$ cat src/rtl/btn_evt_pkg.sv
// Shared types for the button event decoder and its consumers: FSM state and the
// bundled one-cycle event pulses.
package btn_evt_pkg;

  typedef enum logic [1:0] {
    StIdle,
    StPressed,
    StHeld
  } btn_state_t;

  typedef struct packed {
    logic press;
    logic short_release;
    logic long_press;
    logic auto_repeat;
    logic any_release;
  } btn_evt_t;

  function automatic int unsigned max_u(input int unsigned a, input int unsigned b);
    return (a > b) ? a : b;
  endfunction

endpackage

$ cat src/rtl/btn_event_decoder.sv
// Classifies a debounced button level into press/short/long/repeat/release pulses.
// Auto-repeat while held is built only when BTN_AUTO_REPEAT_EN is defined.
module btn_event_decoder
  import btn_evt_pkg::*;
#(
  parameter int unsigned LONG_CYCLES   = 1000,
  parameter int unsigned REPEAT_CYCLES = 250
) (
  input  logic clk,
  input  logic rst,
  input  logic ena,
  input  logic btn_in,
  output logic press_pulse,
  output logic short_pulse,
  output logic long_pulse,
  output logic repeat_pulse,
  output logic release_pulse,
  output logic long_held
);

  if (LONG_CYCLES < 2 || REPEAT_CYCLES < 1) begin : g_param_check
    $error("btn_event_decoder: LONG_CYCLES must be >= 2 and REPEAT_CYCLES >= 1");
  end

`ifdef BTN_AUTO_REPEAT_EN
  localparam int unsigned CntW = $clog2(max_u(LONG_CYCLES, REPEAT_CYCLES));
  localparam logic [CntW-1:0] RepLast = CntW'(REPEAT_CYCLES - 1);
`else
  localparam int unsigned CntW = $clog2(LONG_CYCLES);
`endif
  localparam logic [CntW-1:0] LongLast = CntW'(LONG_CYCLES - 1);

  btn_state_t      state_q = StIdle;
  btn_state_t      state_d;
  logic [CntW-1:0] cnt_q = '0;
  logic [CntW-1:0] cnt_d;
  btn_evt_t        evt_q = '0;
  btn_evt_t        evt_d;

  always_comb begin
    state_d = state_q;
    cnt_d   = cnt_q;
    evt_d   = '0;
    if (ena) begin
      unique case (state_q)
        StIdle: begin
          if (btn_in) begin
            evt_d.press = 1'b1;
            cnt_d       = '0;
            state_d     = StPressed;
          end
        end
        StPressed: begin
          if (!btn_in) begin
            evt_d.short_release = 1'b1;
            evt_d.any_release   = 1'b1;
            state_d             = StIdle;
          end else if (cnt_q == LongLast) begin
            evt_d.long_press = 1'b1;
            cnt_d            = '0;
            state_d          = StHeld;
          end else begin
            cnt_d = cnt_q + CntW'(1);
          end
        end
        StHeld: begin
          if (!btn_in) begin
            evt_d.any_release = 1'b1;
            state_d           = StIdle;
          end
`ifdef BTN_AUTO_REPEAT_EN
          else if (cnt_q == RepLast) begin
            evt_d.auto_repeat = 1'b1;
            cnt_d             = '0;
          end else begin
            cnt_d = cnt_q + CntW'(1);
          end
`endif
        end
        default: state_d = StIdle;
      endcase
    end
  end

  always_ff @(posedge clk) begin
    if (rst) begin
      state_q <= StIdle;
      cnt_q   <= '0;
      evt_q   <= '0;
    end else begin
      state_q <= state_d;
      cnt_q   <= cnt_d;
      evt_q   <= evt_d;
    end
  end

  // Without auto-repeat the auto_repeat bit is never set, so repeat_pulse stays 0.
  assign press_pulse   = evt_q.press;
  assign short_pulse   = evt_q.short_release;
  assign long_pulse    = evt_q.long_press;
  assign repeat_pulse  = evt_q.auto_repeat;
  assign release_pulse = evt_q.any_release;
  assign long_held     = (state_q == StHeld);

endmodule

$ cat config.mk
export PLATFORM = sky130hd
export DESIGN_NAME = btn_event_decoder
export DESIGN_NICKNAME = d
export VERILOG_FILES = /design/src/rtl/btn_evt_pkg.sv /design/src/rtl/btn_event_decoder.sv
export SDC_FILE = /design/constraint.sdc
export NUM_CORES = 1
export LEC_CHECK = 0
export BUFFER_PORTS_ARGS = -buffer_cell sky130_fd_sc_hd__buf_2
export CAP_MARGIN = 20
export CELL_PAD_IN_SITES_DETAIL_PLACEMENT = 0
export CELL_PAD_IN_SITES_GLOBAL_PLACEMENT = 1
export CORE_ASPECT_RATIO = 0.75
export CORE_MARGIN = 8
export CORE_UTILIZATION = 42
export DETAILED_ROUTE_END_ITERATION = 8
export PLACE_DENSITY_LB_ADDON = 0.1
export REMOVE_ABC_BUFFERS = 1
export SYNTH_ARGS = -nofsm -noshare
export SYNTH_HDL_FRONTEND = slang
export SYNTH_SLANG_ARGS = --single-unit
$ cat constraint.sdc
create_clock -name clk -period 1.85 [get_ports clk]
set_input_delay 0.185 -clock clk [delete_from_list [all_inputs] [get_ports clk]]
set_output_delay 0.185 -clock clk [all_outputs]
set_load 0.03 [all_outputs]
==> results of run 1 <==
-- registers in the layout, indices dropped and copies added, names as in the netlist --
register       cells
cnt_q             10
state_q            2
long_pulse         1
press_pulse        1
release_pulse      1
short_pulse        1
-- cells by family (layout without fill, tap and decap cells) --
logic type	count (synthesis)	in the layout	share of synthesized area
adders and majority gates	5	5	0.07553
xor gates and xnor gates	7	7	0.07402
AOI/OAI and AO/OA	13	13	0.1299
other	1	1	0.004527
muxes	3	3	0.03626
and+or+nand+nor	40	40	0.2598
buffers and inverters	5	13	0.03322
DFF	16	16	0.3867
-- placed cells by master (no fill, tap or decap), types with 2 or more instances in the layout --
cell / Yosys / layout
mux2i_1: 3 / 3
inv_1: 2 / 2
nor3b_1: 2 / 2
nor3_1: 3 / 3
o211ai_1: 2 / 2
a21oi_1: 2 / 2
nor2_1: 10 / 10
xnor2_1: 6 / 6
nand3_1: 2 / 2
nand2b_1: 3 / 3
buf_2: 1 / 8
clkbuf_4: 0 / 3
nand2_1: 10 / 10
dfxtp_1: 16 / 16
ha_1: 5 / 4
nor4_1: 3 / 3
-- worst reg2reg max path, cell delays in order, from the launching register on --
cell      delay (ns)
dfxtp_1         0.32
inv_1           0.10
ha_2            0.30
o211ai_1        0.24
nor4_1          0.32
xnor2_1         0.16
nor2_1          0.06
-- per-stage QoR --
step	instance area [um^2]	util
CTS	900.9	0.4675
global route	903.4	0.4688
detailed placement	878.3	0.4558
floorplan	808.3	-
global placement	878.3	0.4558
finish	903.4	0.4688
-- routing by layer --
layer / track usage / up-vias / wire, um
li1: - / 332 / -
met1: 0.1417 / 289 / 901
met2: 0.1363 / 8 / 633
met3: 0.05317 / 2 / 94
met4: 0.03114 / 0 / 14
met5: 0 / - / 0
-- where the power goes --
group / internal, uW / switching, uW / total, uW
combinational: 27.8 / 50.3 / 78.2
clock: 75.7 / 107 / 182
sequential: 351 / 4.91 / 356
total: 455 / 162 / 616
-- how the worst min path moves through the flow --
stage | from | to | slack (ns)
2_1_floorplan | rst | cnt_q[7] | 0.25
3_3_place_gp | rst | cnt_q[7] | 0.45
3_5_place_dp | rst | cnt_q[7] | 0.46
4_1_cts | rst | cnt_q[7] | 0.15
5_1_grt | rst | cnt_q[2] | 0.15
6_report | rst | cnt_q[7] | 0.15
-- area by class of cell --
type                       instances  area [um^2]
tap                               24        30.03
sequential                        16        320.3
multi-input combinational         69        483.0
timing repair buffer               8        40.04
clock buffer                       3        22.52
fill                             211         1023
inverter                           2        7.507
==> flow_results.org, run 1 <==
** Layout
- Number of diodes :: 0
- Number of cells in the finished layout apart from fillers :: 122
- The area growth from synthesis to layout is 9.063%.
- At the end of the flow, the number of nets in the layout was 109.
- Fraction of layout instances using a drive strength above 1 :: 0.1735

** Logic synthesis
- The synthesized design contains 16 register bits.
- Top-area cell type share of the netlist area :: 0.3867
- A synthesized cell averages 9.203 um^2.
- Commonest register cell after synthesis :: dfxtp_1
- Most used standard cells in the synthesized netlist :: dfxtp_1, nand2_1, nor2_1
- Sequential element share of the synthesized area :: 0.3867
- After synthesis, the cell types taking the most area are dfxtp_1, ha_1, xnor2_1, nand2_1, nor2_1.
- Netlist area before placement :: 828.3 um^2
- Proportion of synthesized flip-flops having asynchronous set or reset :: 0
- Yosys Warn Count :: 0
- By instance count, the leading cell after synthesis is dfxtp_1.
- Summed over all instances, the cell type with the most area after synthesis is dfxtp_1.
- Post-synth EDFFs :: 0
- Synth unique cells :: 34
- Counting every instance in the synthesized netlist gives 90.

** Timing
- The max-slew violation total from the final report is 0.
- Number of hold violations in the final report :: 0
- Summed over all failing endpoints, the final setup total negative slack is 0 ns.
- Share of the cycle needed by the critical path after routing :: 0.8752
- Unrepaired setup endpoints after global routing :: false
- Max Fclk :: 0.6176 GHz
- For the final database, setup skew stands at 0.001578 ns.
- Shortest period the worst path allows :: 1.619 ns
- Hold timing on the final database bottoms out at a slack of 0.1530 ns.
- Once routing completed, OpenROAD measured the worst setup slack at 0.2309 ns.
- Final setup fails :: 0

** Clock network
- In this run the number of H-tree levels came out at 1.
- TritonCTS clock tree :: yes
- TritonCTS created 3 clock buffers.
- Clk root buf :: clkbuf_4
- Number of hold-repair buffers added at the cts stage :: 0
- Max Root-Sink Buffers :: 2
- Counting every sink on the clock net gives 16.
- Gates resized during post-CTS repair numbered 0.
- Post-CTS setup buffers :: 0
- Clock latency on the worst-skew pair :: 0.29 ns
- Clock-pin slew was measured on the worst setup and hold paths at 0.09 ns.

** Power
- After layout, the design draws a total of 616.5 uW.
- The worst-case IR drop observed on VDD is 499.1 uV.
- PwrDens :: 682.4 mW/mm^2
- Reported leakage power :: 0.0003217 uW

** Worst setup path
- For flop-to-flop paths, the worst setup slack is 0.23 ns.
- Capturing element type of the critical path :: register
- The startpoint identified for the worst register-to-register timing path is state_q[1].
- Critical-path cell list :: inv_1, ha_2, o211ai_1, nor4_1, xnor2_1, nor2_1
- Worst setup path startpoint :: state_q[1]
- At the worst endpoint, the arrival time is 1.79 ns.
- Slowest cell on crit path :: dfxtp_1
- Depth of the critical timing path with buffers and inverters included :: 6
- For the worst flop-to-flop path, the logic depth is 6.
- The setup path with the least slack is of type register to register.
- Launching element type of the critical path :: register
- Data on the critical path is required at its endpoint by 2.03 ns.
- Counting both buffers and inverters, the worst setup path holds a total of 1.
- Worst path max stage delay :: 0.32 ns
- Critical Path Fanout Max :: 9
- In this run the critical register-to-register path is captured at cnt_q[8].
- On the critical path the largest part of the delay comes from simple AND/OR/NAND/NOR gates.
- Last element of the critical path :: cnt_q[8]

** Worst hold path
- Counting instances, the worst hold path has a depth of 2.
- In this run the worst hold path is classified as input port to register.

** Die
- Row generation in the floorplan step produced 14 rows.
- Horizontal die dimension :: 67.28 um
- Effective utilization at floorplan :: 0.4299
- 10 I/O pins were placed.
- The core region is 0.001927 mm^2.
- Measured along the y axis, the die boundary spans 54.46 um.
- Die outline area :: 0.003664 mm^2

** Placed design
- The congestion estimate from routability-driven global placement came to 0.7828.
- HPWL Detailed :: 1245 um
- The count of buffers added on input and output ports is 8.
- Inst Count DP :: 119
- Worst setup slack before clock tree synthesis :: 0.1451 ns

** Route
- Before antenna repair, the detailed router went through 4 iterations.
- Number of routed nets with antenna violations :: 0
- After detailed routing, the number of vias per cell comes to 5.172.
- DR iter-0 viols :: 9
- After detailed routing, the average wire length per cell comes to 13.48 um.
- Final Routed Wirelength :: 1644 um
- Routed via count :: 631
- Remaining routing DRC violations :: 0

** GRT
- Overflow left after global routing :: 0
- The initial antenna violation count was 0.
- The number of global-route vias before repair was 612.
- Wire length of the first global-routing pass :: 2856 um
- In the global route stage, overall resource usage came out at 0.1036.
- Entering global routing, the biggest net connects 12 pins.

** Outcome
- Run status :: complete, no violations

** Flow run
- Max-capacitance violation count :: 0
Power figures use the tool's default switching activity.
==> run 2: changes to the inputs <==
--- a/config.mk
+++ b/config.mk
@@ -9,7 +9,6 @@
 export CAP_MARGIN = 20
 export CELL_PAD_IN_SITES_DETAIL_PLACEMENT = 0
 export CELL_PAD_IN_SITES_GLOBAL_PLACEMENT = 1
-export CORE_ASPECT_RATIO = 0.75
 export CORE_MARGIN = 8
 export CORE_UTILIZATION = 42
 export DETAILED_ROUTE_END_ITERATION = 8
==> flow_results.org, run 2 (synthesis results as in run 1) <==
** Timing
- Sum of negative setup slack :: 0 ns
- Share of the cycle needed by the critical path after routing :: 0.8530
- Number of hold violations in the final report :: 0
- On the final layout, the worst clock skew is 0.004993 ns.
- Fin. max-slew vios :: 0
- The clock period could shrink to 1.578 ns.
- Setup violations remaining at the end of the flow were counted as 0.
- Setup repair after global routing left no endpoint under its margin.
- Derived from the worst setup path, the maximum achievable clock frequency is 0.6337 GHz.

** Clock network
- TritonCTS clock tree :: yes
- Gates resized during post-CTS repair numbered 0.
- The clock net in this run drives a total of 16 sinks.
- CTS buffer count :: 3
- Hold repair after CTS inserted 0 buffers.
- After clock tree synthesis, the clock-pin slew on the worst setup and hold paths is 0.09 ns.
- Clock tree synthesis selected as its root buffer the cell clkbuf_4.
- Max Root-Sink Buffers :: 2
- After clock tree synthesis, the setup repair step added 0 buffers.
- Clock latency on the worst-skew pair :: 0.28 ns
- CTS built an H-tree with a depth of 1.

** Layout
- Summed area of non-filler cells in the final layout :: 912.1 um^2
- The multi-input combinational cells in the finished layout cover a total of 480.5 um^2.
- cnt_q holds more flip-flops than any other register.
- The register with the most flip-flops in the layout has 10 of them.
- Number of diodes :: 0
- Register cell area after layout :: 320.3 um^2
- Leaving out fill and tap cells, the most frequent cell in the layout is dfxtp_1.
- Most frequent cells in the layout :: dfxtp_1, nand2_1, nor2_1
- Fraction of layout instances using a drive strength above 1 :: 0.1717
- Number of fill cells :: 194
- Largest registers ranked by flip-flop count :: cnt_q: 10 flops, state_q: 2 flops
- NumNets Final :: 110
- From synthesis to final layout, the design area changed by 10.12%.

** Route
- For this block, the initial DRC count from the detailed router was 11.
- The detailed router used layers up to and including met4.
- Wires add up to 1569 um.
- In the final routing, the length of wire on met1 measures 842 um.
- Mean routed wirelength per cell :: 12.45 um
- The detail route stage leaves a number of antenna-violating nets equal to 0.
- Initial DRT Pass Iterations :: 4
- Remaining routing DRC violations :: 0
- After detailed routing, the number of vias per cell comes to 4.952.
- In the detailed route, the total length drawn on met2 is 658 um.
- Routed via count :: 624
- The routed design uses 54 um of met3 wire.

** Worst setup path
- Arrival time at the worst endpoint :: 1.79 ns
- STA classifies the critical path endpoint as a register.
- Critical Path Fanout Max :: 4
- Launching element type of the critical path :: register
- Worst setup path category :: register to register
- For the worst setup path, the data required time is 2.06 ns.

** Power
- PwrDens :: 673.8 mW/mm^2
- Of the total power, combinational logic draws 0.131.
- For this design the static power due to leakage is 0.0003280 uW.
- Largest vdd supply drop :: 342.2 uV
- Of the total power, the clock network draws 0.290.
- Sw frac :: 0.2573
- The internal power of the cells totals 456.5 uW.
- Switching power summed over all nets :: 158.2 uW
- Of the total power, registers draw 0.579.

** Outcome
- The flow ran to the end, and the final reports show no timing, DRC or antenna violations.

** Die
- For this configuration, the core starts out at a cell density of 0.4355.
- After floorplanning, the core was divided into 16 placement rows.
- Die Height :: 60.41 um
- Horizontal die dimension :: 60.41 um
- The die covers 0.003649 mm^2.
- During I/O placement, the number of pins put on the boundary was 10.
- The core region is 0.001902 mm^2.

** Worst hold path
- Path type of the worst min-delay path :: input port to register

** Flow run
- Max-capacitance violation count :: 0

** GRT
- The first global-routing pass estimated 2559 um of wire.
- After global routing the overflow that remains totals 0.
- The initial antenna violation count came to 0.
- The number of global-route vias before repair is 609.
- Entering global routing, the biggest net connects 12 pins.
- GRT Overall Usage :: 0.09256

** Placed design
- Placement Cell Area :: 889.6 um^2
- Buffers placed on the I/O ports in this run total 8.
- Routability-driven placement congestion ratio :: 0.7582
- HPWL Detailed :: 1164 um
## run 2: cell type report
type	instances	share of cell area
clock buffer	3	0.02469
inverter	2	0.008230
multi-input combinational	69	0.5267
sequential	16	0.3512
tap	27	0.03704
timing repair buffer	9	0.05213
## run 2: layer usage
metal | GRT usage | vias to the layer above
met4 | 0.04319 | 0
met2 | 0.1341 | 10
li1 | - | 333
met3 | 0.02542 | 2
met5 | 0 | -
met1 | 0.1233 | 279
## run 2: final timing paths
path	start	to	slack, ns	depth (start not counted)
worst min-delay path	rst	cnt_q[7]	0.16	2
worst max-delay path	cnt_q[0]	state_q[0]	0.27	5
worst min register to register	cnt_q[1]	cnt_q[1]	0.48	2
worst max register to register	cnt_q[0]	state_q[0]	0.27	5
## run 2: stage by stage
stage | power (uW) | util | std cells | hold slack [ns] | setup slack, ns
floorplan | 416.9 | - | 87 | 0.2541 | 0.3910
global placement | 445.4 | 0.4678 | 123 | 0.4536 | 0.2160
detailed placement | 444.0 | 0.4678 | 123 | 0.4515 | 0.2834
CTS | 625.8 | 0.4796 | 126 | 0.1425 | 0.2608
global route | 651.7 | 0.4796 | 126 | 0.1487 | 0.1134
finish | 614.6 | 0.4796 | 126 | 0.1584 | 0.2719
## run 2: power groups by stage
| stage | sequential, uW | combinational (uW) | clock, uW |
|---|---|---|---|
| after floorplan | 367 | 49.8 | 0 |
| after global placement | 363 | 82.1 | 0 |
| after global routing | 357 | 89.0 | 206 |
| final | 356 | 80.4 | 179 |
| after detailed placement | 364 | 80.1 | 0 |
| after CTS | 356 | 80.5 | 189 |
## run 2: critical path, cell delays in order (launching register included)
cell     delay (ns)
dfxtp_1        0.37
ha_1           0.24
nand2_2        0.10
or3_4          0.42
a31oi_4        0.20
mux2i_1        0.18
